File: src/rtl/spi_target.sv
// SPI mode-0 target: pins are oversampled in the clk domain and bridged to byte
// valid/ready streams, with a one-entry TX holding register and sticky error flags.
module spi_target #(
    parameter int         SYNC_STAGES = 2,
    parameter logic [7:0] FILL_BYTE   = 8'hFF
) (
    input  logic       i_clk,
    input  logic       i_reset,
    input  logic       i_spi_sck,
    input  logic       i_spi_ss,
    input  logic       i_spi_si,
    output logic       o_spi_so,
    output logic       o_spi_so_oe,
    output logic       o_rx_valid,
    output logic [7:0] o_rx_data,
    output logic       o_rx_first,
    input  logic       i_rx_ready,
    input  logic       i_tx_valid,
    input  logic [7:0] i_tx_data,
    output logic       o_tx_ready,
    output logic       o_frame_start,
    output logic       o_frame_end,
    output logic       o_rx_overflow,
    output logic       o_tx_underrun
);

    typedef enum logic [1:0] {WAIT_IDLE, IDLE, ACTIVE} state_t;

    state_t                 r_state;
    logic [SYNC_STAGES-1:0] r_sck_sync;
    logic [SYNC_STAGES-1:0] r_ss_sync;
    logic [SYNC_STAGES-1:0] r_si_sync;
    logic                   r_sck_d;
    logic                   r_ss_d;
    logic [2:0]             r_bit_cnt;
    logic                   r_first;
    logic [7:0]             r_hold;
    logic [6:0]             r_tx_shift;
    logic [6:0]             r_rx_shift;

    logic       w_sck;
    logic       w_ss;
    logic       w_si;
    logic       w_ss_rise;
    logic       w_ss_fall;
    logic       w_start;
    logic       w_end;
    logic       w_sck_rise_act;
    logic       w_sck_fall_act;
    logic       w_tx_load;
    logic       w_rx_done;
    logic       w_hold_wr;
    logic [7:0] w_load_byte;
    logic [7:0] w_rx_byte;

    assign w_sck = r_sck_sync[SYNC_STAGES-1];
    assign w_ss  = r_ss_sync[SYNC_STAGES-1];
    assign w_si  = r_si_sync[SYNC_STAGES-1];

    assign w_ss_rise      = w_ss & ~r_ss_d;
    assign w_ss_fall      = ~w_ss & r_ss_d;
    assign w_start        = (r_state == IDLE) && w_ss_fall;
    assign w_end          = (r_state == ACTIVE) && w_ss_rise;
    // A deselect in the same cycle as an SCK edge wins over the edge.
    assign w_sck_rise_act = (r_state == ACTIVE) && !w_ss_rise && w_sck && !r_sck_d;
    assign w_sck_fall_act = (r_state == ACTIVE) && !w_ss_rise && !w_sck && r_sck_d;
    assign w_tx_load      = w_start || (w_sck_fall_act && (r_bit_cnt == 3'd0));
    assign w_rx_done      = w_sck_rise_act && (r_bit_cnt == 3'd7);
    assign w_hold_wr      = i_tx_valid && o_tx_ready;
    assign w_load_byte    = o_tx_ready ? FILL_BYTE : r_hold;
    assign w_rx_byte      = {r_rx_shift, w_si};

    // Synchronised ss resets low so a master already mid-frame is never joined.
    always_ff @(posedge i_clk) begin
        if (i_reset) begin
            r_sck_sync <= '0;
            r_ss_sync  <= '0;
            r_sck_d    <= 1'b0;
            r_ss_d     <= 1'b0;
        end else begin
            r_sck_sync <= {r_sck_sync[SYNC_STAGES-2:0], i_spi_sck};
            r_ss_sync  <= {r_ss_sync[SYNC_STAGES-2:0], i_spi_ss};
            r_sck_d    <= w_sck;
            r_ss_d     <= w_ss;
        end
    end

    always_ff @(posedge i_clk) begin
        r_si_sync <= {r_si_sync[SYNC_STAGES-2:0], i_spi_si};
        if (w_hold_wr)
            r_hold <= i_tx_data;
        if (w_tx_load)
            r_tx_shift <= w_load_byte[6:0];
        else if (w_sck_fall_act)
            r_tx_shift <= {r_tx_shift[5:0], 1'b0};
        if (w_sck_rise_act)
            r_rx_shift <= w_rx_byte[6:0];
    end

    always_ff @(posedge i_clk) begin
        if (i_reset) begin
            r_state       <= WAIT_IDLE;
            o_spi_so      <= 1'b1;
            o_spi_so_oe   <= 1'b0;
            o_rx_valid    <= 1'b0;
            o_rx_data     <= 8'h00;
            o_rx_first    <= 1'b0;
            o_tx_ready    <= 1'b1;
            o_frame_start <= 1'b0;
            o_frame_end   <= 1'b0;
            o_rx_overflow <= 1'b0;
            o_tx_underrun <= 1'b0;
            r_bit_cnt     <= 3'd0;
            r_first       <= 1'b0;
        end else begin
            o_frame_start <= w_start;
            o_frame_end   <= w_end;

            // A write into an empty register and a load in the same cycle leaves it full.
            if (w_hold_wr)
                o_tx_ready <= 1'b0;
            else if (w_tx_load)
                o_tx_ready <= 1'b1;
            if (w_tx_load && o_tx_ready)
                o_tx_underrun <= 1'b1;

            if (w_rx_done) begin
                if (o_rx_valid && !i_rx_ready) begin
                    o_rx_overflow <= 1'b1;
                end else begin
                    o_rx_valid <= 1'b1;
                    o_rx_data  <= w_rx_byte;
                    o_rx_first <= r_first;
                end
            end else if (o_rx_valid && i_rx_ready) begin
                o_rx_valid <= 1'b0;
            end

            case (r_state)
                WAIT_IDLE: begin
                    if (w_ss)
                        r_state <= IDLE;
                end
                IDLE: begin
                    if (w_ss_fall) begin
                        o_spi_so_oe <= 1'b1;
                        o_spi_so    <= w_load_byte[7];
                        r_bit_cnt   <= 3'd0;
                        r_first     <= 1'b1;
                        r_state     <= ACTIVE;
                    end
                end
                ACTIVE: begin
                    if (w_ss_rise) begin
                        o_spi_so_oe <= 1'b0;
                        o_spi_so    <= 1'b1;
                        r_bit_cnt   <= 3'd0;
                        r_state     <= IDLE;
                    end else begin
                        if (w_sck_rise_act) begin
                            r_bit_cnt <= r_bit_cnt + 3'd1;
                            if (r_bit_cnt == 3'd7)
                                r_first <= 1'b0;
                        end
                        if (w_sck_fall_act)
                            o_spi_so <= (r_bit_cnt == 3'd0) ? w_load_byte[7] : r_tx_shift[6];
                    end
                end
                default: r_state <= WAIT_IDLE;
            endcase
        end
    end

endmodule

File: config.mk
export PLATFORM = sky130hd
export DESIGN_NAME = spi_target
export DESIGN_NICKNAME = d
export VERILOG_FILES = /design/src/rtl/spi_target.sv
export SDC_FILE = /design/constraint.sdc
export NUM_CORES = 1
export LEC_CHECK = 0
export ABC_AREA = 1
export CAP_MARGIN = 20
export CELL_PAD_IN_SITES_DETAIL_PLACEMENT = 1
export CELL_PAD_IN_SITES_GLOBAL_PLACEMENT = 1
export CORE_UTILIZATION = 40
export CTS_CLUSTER_SIZE = 10
export DETAILED_ROUTE_END_ITERATION = 8
export HOLD_SLACK_MARGIN = 0.12
export PLACE_DENSITY = 0.73
export RECOVER_POWER = 50
export SYNTH_ARGS = -nofsm -noshare
export SYNTH_HDL_FRONTEND = slang
export SYNTH_SLANG_ARGS = --single-unit
File: constraint.sdc
create_clock -name i_clk -period 1.8 [get_ports i_clk]
set_input_delay 0.36 -clock i_clk [delete_from_list [all_inputs] [get_ports i_clk]]
set_output_delay 0.36 -clock i_clk [all_outputs]
set_load 0.01 [all_outputs]
==> flow_metrics.env, run 1 <==
export IMPL_tns_ns=0
export IMPL_num_rows=26
export IMPL_yosysWarningCount=0
export IMPL_cp_common_cell="nand2_4"
export IMPL_core_area_sq_um=5070
export IMPL_drtPass1Iterations=4
export IMPL_cp_num_cells=7
export IMPL_die_area_sq_um=5560
export IMPL_switchingPower_uw=427
export IMPL_dp_cells=315
export IMPL_cts_resized=0
export IMPL_grt_max_degree=20
export IMPL_cts_sinks=53
export IMPL_fmax_ghz=0.610
export IMPL_met3_length_um=119
export IMPL_crit_type="reg -> reg"
export IMPL_power_density_nw_per_um2=786
export IMPL_yosys_area_top_type_share_pct=31.4
export IMPL_netlist_top_cells_count="nand2_1 (41), nor2_1 (34), inv_1 (32), dfxtp_1 (31), edfxtp_1 (22)"
export IMPL_synth_area_top_cells="edfxtp_1 (31%), dfxtp_1 (29%), nand2_1 (7.3%), nor2_1 (6.1%), inv_1 (5.7%)"
export IMPL_critical_path_top_delay_family="simple AND/OR/NAND/NOR gates"
export IMPL_antenna_found_initial=0
export IMPL_cts_buffer_depth=2
export IMPL_via_count=1457
export IMPL_drt_met1_wl_um=1770
export IMPL_slew_headroom_pct=49.6
export IMPL_hp_class="reg -> reg"
export IMPL_skew_ns=0.0118
export IMPL_power_mw=2.01
export IMPL_drt_vias_per_instance=4.51
export IMPL_critical_path_arrival_ns=1.71
export IMPL_drt_iter0_markers=52
export IMPL_final_nets=270
export IMPL_wl_um=3930
export IMPL_dominantRegCellSynth="dfxtp_1"
export IMPL_root_buffer="clkbuf_8"
export IMPL_syn_area_sq_um=2110
export IMPL_grt_pass1_wl_um=6380
export IMPL_swShare_pct=21.2
export IMPL_insertion_delay_ns=0.30
export IMPL_yosysMostFrequentCell="nand2_1"
export IMPL_overflow=0
export IMPL_p_leak_nw=1.08
export IMPL_syn_inst=217
export IMPL_antenna_left=0
export IMPL_die_x_um=74.6
export IMPL_p_int_mw=1.58
export IMPL_start_util_pct=41.5
export IMPL_io_pin_count=32
export IMPL_maxCapViolCount=0
export IMPL_avgSynthCellArea_sq_um=9.71
export IMPL_cp_slowest_cell="dfxtp_1"
export IMPL_yosys_area_top_type="edfxtp_1"
export IMPL_num_antenna_cells=0
export IMPL_status="completed"
export IMPL_synth_top_family_by_area="simple AND/OR/NAND/NOR gates"
export IMPL_numCtsBuffers=5
export IMPL_drive_above_1_share_pct=15.0
export IMPL_dr_wl_met2_um=1980
export IMPL_ys_ff_latch=53
export IMPL_post_route_period_util_pct=91.1
export IMPL_finalNonFillerCells=323
export IMPL_place_congestion=0.653
export IMPL_critPathMaxStageDelay_ns=0.37
export IMPL_ys_seq_area_share_pct=60.8
export IMPL_crit_chain="inv_1 > nor2_4 > nand2_4 > o21ai_4 > nand2_4 > nand2_1 > o21ai_2"
export IMPL_clkPwrFrac_pct=31.8
export IMPL_highest_layer="met4"
export IMPL_start_kind="flip-flop"
export IMPL_area_growth_pct=21.5
export IMPL_fill_cells=598
export IMPL_dp_hpwl_um=2930
export IMPL_cts_hold_fix_buffers=0
export IMPL_p_comb_share_pct=4.6
export IMPL_fp_dieH_um=74.6
export IMPL_worstRegToRegCells=7
export IMPL_synth_edf_count=22
export IMPL_irDropWorstVdd_uv=440
export IMPL_drc=0
export IMPL_synth_simple_gate_area_share_pct=22.3
export IMPL_muxShareOfSynthArea_pct=0
export IMPL_grt_pass1_vias=1372
export IMPL_final_max_slew_violation_count=0
export IMPL_rsz0062_at_grt="false"
export IMPL_end_kind="flip-flop"
export IMPL_crit_required_ns=1.87
export IMPL_reg2reg_slack_ns=0.16
export IMPL_synth_cell_types=27
export IMPL_cts_setup_buffers=0
export IMPL_synth_compound_area_share_pct=6.83
export IMPL_io_buffers=31
export IMPL_final_hold_violation_count=0
export IMPL_wl_per_cell_um=12.2
export IMPL_path_max_fanout=14
export IMPL_cts_tree="yes"
export IMPL_clkTransAtPathRegs_ns=0.09
export IMPL_fin_crit_ns=1.64
export IMPL_async_reset_ff_share_pct=0
export IMPL_grtUsageTotal_pct=16.0
export IMPL_syn_nets=235
export IMPL_pwr_share_seq_pct=63.6
export IMPL_whs_path_depth=0
export IMPL_critical_path_buf_inv_count=1
export IMPL_synth_xor_area_share_pct=0
export IMPL_synth_adder_area_share_pct=1.78
export IMPL_tightest_slew_ns=0.756
export IMPL_h_tree_depth=2
export IMPL_setup_viol=0
## power groups by stage
| stage | clock [mW] | combinational (mW) | sequential [mW] |
|---|---|---|---|
| after CTS | 0.663 | 0.103 | 1.28 |
| after detailed placement | 0 | 0.103 | 1.31 |
| after floorplan | 0 | 0.0472 | 1.31 |
| after global placement | 0 | 0.0980 | 1.31 |
| after global routing | 0.711 | 0.105 | 1.28 |
| final | 0.639 | 0.0933 | 1.28 |
## layout by cell type, fill, tap and decap left out, types with 2 or more instances in the layout
| cell type | synthesis | final |
|---|---|---|
| dlygate4sd3_1 | 0 | 9 |
| o21ai_2 | 6 | 6 |
| clkdlybuf4s50_1 | 0 | 22 |
| nand2_2 | 4 | 4 |
| edfxtp_1 | 22 | 22 |
| o21ai_0 | 2 | 2 |
| nor2_1 | 34 | 34 |
| nor2_2 | 11 | 11 |
| nand3_1 | 3 | 3 |
| clkbuf_1 | 3 | 4 |
| nand2_4 | 3 | 3 |
| clkbuf_8 | 0 | 5 |
| dfxtp_1 | 31 | 31 |
| inv_1 | 32 | 34 |
| a21oi_1 | 7 | 7 |
| nand2_1 | 41 | 41 |
| ha_1 | 3 | 3 |
## registers in the layout, indices dropped and copies added, names as in the netlist, 2 cells and up
signal,count
o_rx_data,8
r_bit_cnt,3
r_hold,8
r_rx_shift,7
r_sck_sync,2
r_si_sync,2
r_ss_sync,2
r_state,2
r_tx_shift,7
## routing by layer
metal	GRT usage [%]	vias to the layer above
li1	-	736
met1	19.2	694
met2	27.1	20
met3	4.47	7
met4	6.29	0
met5	0	-
## kinds of logic (layout without fill, tap and decap cells)
family / after synthesis / in the layout
AND/OR/NAND/NOR: 100 / 100
buffers and inverters: 41 / 77
flip-flops: 53 / 53
adder cells (fa/ha/maj): 3 / 3
AO/OA/AOI/OAI: 20 / 20
## worst paths after layout
kind	startpoint	endpoint
setup / recovery	r_state[1]	r_tx_shift[2]
hold / removal	r_si_sync[0]	r_si_sync[1]
setup reg to reg	r_state[1]	r_tx_shift[2]
hold reg to reg	r_si_sync[0]	r_si_sync[1]
## metrics by stage
stage                     setup WS (ns)  utilization, %  hold WS, ns  area (sq um)
after floorplan                   0.354               -        0.310          2110
after global placement            0.138            49.0        0.312          2490
after detailed placement         0.0703            49.0        0.315          2490
after CTS                         0.136            50.6        0.337          2570
after global routing             0.0510            50.4        0.350          2560
final                             0.161            50.4        0.333          2560
## layout make-up
type                    instances  area [sq um]  area share (%)
well taps                      70          87.6            3.42
clock buffers                   7          76.3            2.98
inverters                      35           134            5.23
repair buffers                 34           325            12.7
multi-input cells             123           651            25.4
flip-flops and latches         53          1280            50.0
clock inverters                 1          5.00           0.196
No activity file was read; power rests on OpenSTA's default activity.
==> run 2, diff against run 1 <==
==> constraint.sdc (replaced) <==
create_clock -name i_clk -period 1.8 [get_ports i_clk]
set_input_delay 0.54 -clock i_clk [delete_from_list [all_inputs] [get_ports i_clk]]
set_output_delay 0.54 -clock i_clk [all_outputs]
set_load 0.01 [all_outputs]
==> run 2 against run 1 <==
  * Count of clock-buffer cells in the layout grew 1
  * Largest power group unchanged
  * Wire length grew 1.7%
  * Critical path type is now reg -> out
  * Combinational power shrank 0.4%
  * Critical endpoint is now o_rx_data[1]
==> flow_metrics.env, run 2 (synthesized netlist as in run 1, its figures left out) <==
export IMPL_preCtsSetupSlack_ns=0.0459
export IMPL_insertion_delay_ns=0.30
export IMPL_overflow=0
export IMPL_fill_cells=606
export IMPL_cts_tree="yes"
export IMPL_critical_path_arrival_ns=1.19
export IMPL_wl_um=4000
export IMPL_hp_class="reg -> reg"
export IMPL_path_max_fanout=2
export IMPL_grt_pass1_wl_um=6240
export IMPL_power_density_nw_per_um2=813
export IMPL_num_rows=26
export IMPL_num_antenna_cells=0
export IMPL_p_comb_share_pct=4.3
export IMPL_critical_path_top_delay_family="buffers and inverters"
export IMPL_critPathMaxStageDelay_ns=0.54
export IMPL_numCtsBuffers=5
export IMPL_drtPass1Iterations=4
export IMPL_root_buffer="clkbuf_8"
export IMPL_swShare_pct=20.4
export IMPL_die_x_um=74.6
export IMPL_cts_sinks=53
export IMPL_setup_ws_ns=0.0655
export IMPL_fp_dieH_um=74.6
export IMPL_slew_headroom_pct=73.0
export IMPL_die_area_sq_um=5560
export IMPL_pwr_share_seq_pct=59.5
export IMPL_fmax_ghz=0.577
export IMPL_setup_viol=0
export IMPL_tightest_slew_ns=0.405
export IMPL_end_kind="output port"
export IMPL_antenna_found_initial=0
export IMPL_io_pin_count=32
export IMPL_p_int_mw=1.71
export IMPL_clkTransAtPathRegs_ns=0.10
export IMPL_irDropWorstVdd_uv=526
export IMPL_rsz0062_at_grt="false"
export IMPL_skew_ns=0.00952
export IMPL_place_congestion=0.653
export IMPL_power_mw=2.15
export IMPL_cts_hold_fix_buffers=0
export IMPL_post_route_period_util_pct=96.4
export IMPL_grt_max_degree=16
export IMPL_mostFrequentLayoutCells="nand2_1 (41), nor2_1 (34), inv_1 (33)"
export IMPL_crit_type="reg -> out"
export IMPL_status="completed"
export IMPL_p_leak_nw=1.12
export IMPL_io_buffers=31
export IMPL_antenna_left=0
export IMPL_core_area_sq_um=5070
export IMPL_start_kind="flip-flop"
export IMPL_critical_path_buf_inv_count=1
export IMPL_drt_iter0_markers=71
export IMPL_final_hold_violation_count=0
export IMPL_h_tree_depth=2
export IMPL_layout_commonest_cell="nand2_1"
export IMPL_grtUsageTotal_pct=15.8
export IMPL_start_util_pct=41.5
export IMPL_maxCapViolCount=0
export IMPL_finalHoldWorstSlack_ns=0.342
export IMPL_clkPwrFrac_pct=36.2
export IMPL_crit_chain="clkdlybuf4s50_1"
export IMPL_drive_above_1_share_pct=16.7
export IMPL_tns_ns=0
export IMPL_drt_vias_per_instance=4.42
export IMPL_crit_required_ns=1.26
export IMPL_grt_pass1_vias=1405
export IMPL_final_nets=274
export IMPL_area_growth_pct=25.4
export IMPL_switchingPower_uw=439
export IMPL_cts_setup_buffers=0
export IMPL_reg_top3="o_rx_data: 8 flops, r_hold: 8 flops"
export IMPL_cts_resized=0
export IMPL_fin_crit_ns=1.73
export IMPL_cp_slowest_cell="clkdlybuf4s50_1"
export IMPL_via_count=1445
export IMPL_cts_buffer_depth=2
export IMPL_drc=0
export IMPL_wl_per_cell_um=12.2
export IMPL_final_max_slew_violation_count=0
export IMPL_dp_hpwl_um=2960
run 2: cell types whose count changed in the layout (fill, tap and decap cells not counted):
cell / previous run / this run
clkbuf_16: 0 / 1
dlygate4sd3_1: 9 / 11
clkbuf_8: 5 / 6
clkdlybuf4s50_1: 22 / 20
clkinv_2: 1 / 0
inv_1: 34 / 33
buf_12: 0 / 2
buf_4: 1 / 2
inv_2: 0 / 1
run 2: metrics by stage:
stage          util [%]  instances  cell area [sq um]
2_1_floorplan         -        217               2110
3_3_place_gp       50.1        319               2540
3_5_place_dp       50.1        319               2540
4_1_cts            52.3        327               2650
5_1_grt            52.0        327               2640
6_report           52.0        327               2640
run 2: final cells by class:
type	instances	area (sq um)	share of cell area, %
Clock buffer	8	111	4.22
Sequential cell	53	1280	48.5
Multi-Input combinational cell	123	651	24.6
Inverter	35	134	5.07
Tap cell	70	87.6	3.32
Timing Repair Buffer	38	377	14.3
run 2: power groups by stage:
stage,logic (mW),registers (mW),clock network [mW]
global placement,0.0994,1.31,0
global route,0.104,1.28,0.842
finish,0.0929,1.28,0.777
floorplan,0.0472,1.31,0
CTS,0.103,1.28,0.805
detailed placement,0.103,1.31,0
run 2: path summary, 6_finish.rpt:
check | cells after the start | slack (ns) | end | from
setup reg to reg | 7 | 0.14 | r_tx_shift[6] | r_state[1]
hold / removal | 0 | 0.34 | r_si_sync[1] | r_si_sync[0]
setup / recovery | 1 | 0.07 | o_rx_data[1] | o_rx_data[1]
hold reg to reg | 0 | 0.34 | r_si_sync[1] | r_si_sync[0]
run 2: per-layer routing:
metal / part of all wire [%] / track usage (%)
met3: 2.7 / 4.07
met4: 0.90 / 6.29
met2: 52 / 28.0
met5: 0 / 0
met1: 45 / 18.0
